===== src/rtl/knn_ctrl_if.sv =====
// CPU-bus control/readout front end for knn_core: drives enable and sample pulses,
// and captures the 2*DATA_W core value into a coherent snapshot read as two words.
module knn_ctrl_if #(
   parameter int DATA_W = 32,
   parameter int ADDR_W = 3
) (
   input  logic                  clk,
   input  logic                  rst,
   input  logic                  valid,
   input  logic [ADDR_W-1:0]     address,
   input  logic [DATA_W-1:0]     wdata,
   input  logic [DATA_W/8-1:0]   wstrb,
   output logic [DATA_W-1:0]     rdata,
   output logic                  ready,
   output logic                  KNN_ENABLE,
   output logic                  KNN_SAMPLE,
   input  logic [2*DATA_W-1:0]   KNN_VALUE
);

   localparam logic [ADDR_W-1:0] A_CTRL   = ADDR_W'(0);
   localparam logic [ADDR_W-1:0] A_SAMPLE = ADDR_W'(1);
   localparam logic [ADDR_W-1:0] A_PERIOD = ADDR_W'(2);
   localparam logic [ADDR_W-1:0] A_LO     = ADDR_W'(3);
   localparam logic [ADDR_W-1:0] A_HI     = ADDR_W'(4);
   localparam logic [ADDR_W-1:0] A_STATUS = ADDR_W'(5);

   typedef enum logic [1:0] {IDLE, PULSE, CAPTURE} state_t;

   state_t              state_reg, state_next;
   logic                pending_reg, pending_next;
   logic                ready_reg;
   logic [DATA_W-1:0]   rdata_reg, rdata_next;
   logic                ctrl_reg;
   logic [DATA_W-1:0]   period_reg, count_reg;
   logic [2*DATA_W-1:0] snap_reg;
   logic                new_reg, overrun_reg;

   logic [DATA_W-1:0]   wmask;
   logic                accept, is_write, wr, rd;
   logic                sw_req, per_req, capture, hi_read, st_read, period_wr;

   genvar gi;
   generate
      for (gi = 0; gi < DATA_W/8; gi++) begin : g_mask
         assign wmask[gi*8 +: 8] = {8{wstrb[gi]}};
      end
   endgenerate

   // The cycle after ready never accepts, giving at most one access per two cycles.
   assign accept    = valid && !ready_reg;
   assign is_write  = |wstrb;
   assign wr        = accept && is_write;
   assign rd        = accept && !is_write;
   assign period_wr = wr && (address == A_PERIOD);
   assign hi_read   = rd && (address == A_HI);
   assign st_read   = rd && (address == A_STATUS);
   assign sw_req    = wr && (address == A_SAMPLE) && wdata[0];
   assign per_req   = ctrl_reg && (period_reg != '0) && (count_reg == period_reg - DATA_W'(1));

   always_comb begin
      state_next   = state_reg;
      pending_next = pending_reg;
      capture      = 1'b0;
      case (state_reg)
         IDLE: begin
            if (sw_req || per_req || pending_reg) begin
               state_next   = PULSE;
               pending_next = 1'b0;
            end
         end
         PULSE: begin
            state_next = CAPTURE;
            if (sw_req || per_req) pending_next = 1'b1;
         end
         CAPTURE: begin
            state_next = IDLE;
            capture    = 1'b1;
            if (sw_req || per_req) pending_next = 1'b1;
         end
         default: state_next = IDLE;
      endcase
   end

   always_comb begin
      rdata_next = '0;
      if (rd) begin
         case (address)
            A_CTRL:   rdata_next[0] = ctrl_reg;
            A_PERIOD: rdata_next    = period_reg;
            A_LO:     rdata_next    = snap_reg[DATA_W-1:0];
            A_HI:     rdata_next    = snap_reg[2*DATA_W-1:DATA_W];
            A_STATUS: rdata_next[2:0] = {state_reg != IDLE, overrun_reg, new_reg};
            default:  rdata_next    = '0;
         endcase
      end
   end

   always_ff @(posedge clk) begin
      if (!rst) begin
         state_reg   <= IDLE;
         pending_reg <= 1'b0;
         ready_reg   <= 1'b0;
         rdata_reg   <= '0;
         ctrl_reg    <= 1'b0;
         period_reg  <= '0;
         count_reg   <= '0;
         snap_reg    <= '0;
         new_reg     <= 1'b0;
         overrun_reg <= 1'b0;
      end else begin
         state_reg   <= state_next;
         pending_reg <= pending_next;
         ready_reg   <= accept;
         rdata_reg   <= rdata_next;

         if (wr && (address == A_CTRL) && wstrb[0]) ctrl_reg <= wdata[0];
         if (period_wr) period_reg <= (period_reg & ~wmask) | (wdata & wmask);

         if (period_wr || !ctrl_reg || (period_reg == '0) || per_req)
            count_reg <= '0;
         else
            count_reg <= count_reg + DATA_W'(1);

         // A HI read in the capture cycle consumes the old value, so it cannot cause an overrun.
         if (capture) begin
            snap_reg <= KNN_VALUE;
            new_reg  <= 1'b1;
            if (new_reg && !hi_read) overrun_reg <= 1'b1;
            else if (st_read)        overrun_reg <= 1'b0;
         end else begin
            if (hi_read) new_reg     <= 1'b0;
            if (st_read) overrun_reg <= 1'b0;
         end
      end
   end

   assign rdata      = rdata_reg;
   assign ready      = ready_reg;
   assign KNN_ENABLE = ctrl_reg;
   assign KNN_SAMPLE = (state_reg == PULSE);

endmodule


===== config.mk =====
export PLATFORM = sky130hd
export DESIGN_NAME = knn_ctrl_if
export DESIGN_NICKNAME = d
export VERILOG_FILES = /design/src/rtl/knn_ctrl_if.sv
export SDC_FILE = /design/constraint.sdc
export NUM_CORES = 1
export LEC_CHECK = 0
export BUFFER_PORTS_ARGS = -buffer_cell sky130_fd_sc_hd__buf_2
export CORE_ASPECT_RATIO = 1.25
export CORE_MARGIN = 4
export CORE_UTILIZATION = 50
export DETAILED_ROUTE_END_ITERATION = 7
export PLACE_DENSITY = 0.76
export SETUP_SLACK_MARGIN = 0.5
export SLEW_MARGIN = 0
export SYNTH_ARGS = -nofsm -noshare
export SYNTH_HDL_FRONTEND = slang
export SYNTH_SLANG_ARGS = --single-unit

===== constraint.sdc =====
create_clock -name clk -period 4.45 [get_ports clk]
set_clock_uncertainty 0.2 [all_clocks]
set_input_delay 0.89 -clock clk [delete_from_list [all_inputs] [get_ports clk]]
set_output_delay 0.89 -clock clk [all_outputs]
set_load 0.02 [all_outputs]

==> flow_metrics.py <==
metrics = {
    "status": {
        "status": "finished clean",
    },
    "clock_network": {
        "clk_pin_slew_ns": 0.07,
        "cts.sinks": 167,
        "clock_path_buffers": 2,
        "clk_latency_ns": 0.42,
        "cts_tree": "done",
        "htreeDepth": 4,
        "numCtsBuffers": 17,
        "cts_root_buf": "clkbuf_16",
    },
    "yosys": {
        "synth_area_sq_um": 7710,
        "syn_nets": 1008,
        "yosysUniqueCellTypes": 56,
        "synth-edff-count": 0,
        "ys_warn_count": 0,
        "avgSynthCellArea_sq_um": 8.60,
        "async_flop_share_pct": 0,
        "ys_ff_latch": 167,
        "syn_inst": 897,
        "seq_area_frac_synth_pct": 43.4,
        "synth-main-ff-cell": "dfxtp_1",
    },
    "critical_path": {
        "end_kind": "register",
        "path_max_fanout": 16,
        "cp_data_required_time_ns": 4.56,
        "start_kind": "register",
        "r2r_slack_ns": 0.56,
        "critical_path_arrival_ns": 4.00,
        "path_class": "reg2reg",
    },
    "sta": {
        "finalSetupViolCount": 0,
        "rsz0062_at_grt": "true",
        "slew_headroom_pct": 40.9,
        "slew_violations": 0,
        "worstMarginPinSlew_ns": 0.885,
        "post-route-period-util_pct": 87.4,
        "fmax_mhz": 257,
        "tns_ns": 0,
        "min_period_ns": 3.89,
        "hold_viol": 0,
    },
    "global_route": {
        "grt_pass1_vias": 6489,
        "track_usage_pct": 23.4,
        "grt_overflow": 0,
        "grt_pass1_wl_mm": 33.1,
        "antenna_found_initial": 0,
        "grt_start_max_net_pins": 53,
    },
    "die": {
        "design.die.area_sq_um": 17500,
        "ios": 141,
        "die_h_um": 147,
        "start_util_pct": 51.1,
        "die_x_um": 119,
        "rows": 50,
        "core_area_sq_um": 15100,
    },
    "routing": {
        "vias_per_cell": 5.49,
        "ant_nets": 0,
        "routedWlPerCell_um": 16.6,
        "vias": 6785,
        "drc": 0,
        "routed_wl_mm": 20.6,
        "drtIter0Drc": 693,
        "first_pass_iters": 5,
    },
    "layout": {
        "fin_nets": 1127,
        "area_growth_pct": 20.2,
        "final_cells": 1237,
        "mostFrequentLayoutCells": "nor2_1, dfxtp_1, buf_2",
        "final_common_cell": "nor2_1",
        "nFillCells": 1273,
        "antenna_cells": 0,
        "layout-drive-gt1-share_pct": 20.5,
        "post-route-util_pct": 61.4,
    },
    "power_and_ir_drop": {
        "p_leak_uw": 0.00370,
        "power_uw": 3170,
        "powerDensity_nw_per_um2": 342,
        "peakVddDrop_v": 0.000220,
    },
    "placed_design": {
        "place.gp.congestion": 0.915,
        "hpwl_mm": 14.6,
        "io_buffers": 140,
        "dp.cells": 1199,
    },
    "job": {
        "cap_violations": 0,
    },
    "hold_path": {
        "hp-class": "reg2reg",
    },
}
==> cell type report <==
| cell class | instances | area [sq um] | share of cell area, % |
|---|---|---|---|
| Clock buffer | 19 | 453 | 4.89 |
| Clock inverter | 13 | 135 | 1.46 |
| Inverter | 9 | 36.3 | 0.392 |
| Multi-Input combinational cell | 663 | 4140 | 44.7 |
| Sequential cell | 167 | 3350 | 36.1 |
| Tap cell | 208 | 260 | 2.81 |
| Timing Repair Buffer | 158 | 895 | 9.66 |
==> synth_stat cells (3+ instances only) <==
| master | instances | area (sq um) |
|---|---|---|
| nand2_1 | 58 | 218 |
| o41ai_1 | 3 | 26.3 |
| nand3_1 | 52 | 260 |
| xnor2_1 | 28 | 245 |
| clkbuf_1 | 42 | 158 |
| nand2b_1 | 5 | 31.3 |
| nor3_1 | 12 | 60.1 |
| mux2i_1 | 98 | 981 |
| buf_6 | 3 | 33.8 |
| nor4_1 | 11 | 68.8 |
| nand4_1 | 12 | 75.1 |
| a21oi_1 | 70 | 350 |
| or4_1 | 10 | 75.1 |
| and3_1 | 9 | 56.3 |
| or3_1 | 9 | 56.3 |
| dfxtp_1 | 167 | 3340 |
| ha_1 | 5 | 62.6 |
| nor2_1 | 184 | 691 |
| buf_1 | 9 | 33.8 |
| xor2_1 | 44 | 385 |
| inv_1 | 9 | 33.8 |
| buf_2 | 3 | 15.0 |
| and4_1 | 3 | 26.3 |
| o2111ai_1 | 6 | 52.6 |
| o21ai_0 | 5 | 25.0 |
| or2_2 | 4 | 25.0 |
==> layer usage <==
| layer | vias to the layer above | track usage [%] | part of all wire, % |
|---|---|---|---|
| met1 | 3185 | 30.6 | 43 |
| li1 | 3324 | - | - |
| met3 | 58 | 5.01 | 5.9 |
| met5 | - | 0 | 0 |
| met4 | 0 | 8.41 | 2.7 |
| met2 | 218 | 38.0 | 48 |
==> path summary, 6_finish.rpt <==
kind / from / to / cells past startpoint
setup / recovery: register / count_reg[0] / 9
hold / removal: snap_reg[44] / rdata[12] / 2
setup reg to reg: register / count_reg[0] / 9
hold reg to reg: snap_reg[44] / rdata[12] / 2
==> power by group <==
part | switching [uW] | internal (uW)
registers | 7.67 | 1500
logic | 117 | 91.1
clock network | 639 | 816
total | 763 | 2410
==> repair_timing <==
action | in CTS | in global routing
hold buffers | 0 | 0
gates cloned | 1 | 1
setup endpoints to repair | 32 | 34
setup buffers | 4 | 0
pin swaps | 4 | 2
gates resized for setup | 5 | 2
==> metrics by stage <==
stage	setup WS (ns)	instance area, sq um	hold slack [ns]
floorplan	0.505	7730	0.247
global placement	0.433	8560	0.264
detailed placement	0.365	8560	0.274
CTS	0.498	9230	0.283
global route	0.485	9260	0.316
finish	0.559	9260	0.281
==> worst max-delay path, cell delays in order (launching register included) <==
cell       delay (ns)
dfxtp_1          0.37
or4_1            0.67
or4b_4           0.54
or4_4            0.44
mux2_1           0.32
or4_4            0.49
nor4_4           0.19
or3_4            0.21
bufbuf_16        0.28
nor2_1           0.05
==> logic make-up (layout without fill, tap and decap cells) <==
| group | after synthesis | after routing | share of synthesized area (%) |
|---|---|---|---|
| adders and majority gates | 5 | 5 | 0.811 |
| and+or+nand+nor | 380 | 380 | 22.7 |
| buffers and inverters | 67 | 199 | 3.65 |
| DFF | 167 | 167 | 43.4 |
| AOI/OAI and AO/OA | 105 | 105 | 8.18 |
| muxes | 101 | 101 | 13.2 |
| xor gates and xnor gates | 72 | 72 | 8.18 |
(Power assumes the default switching activity.)
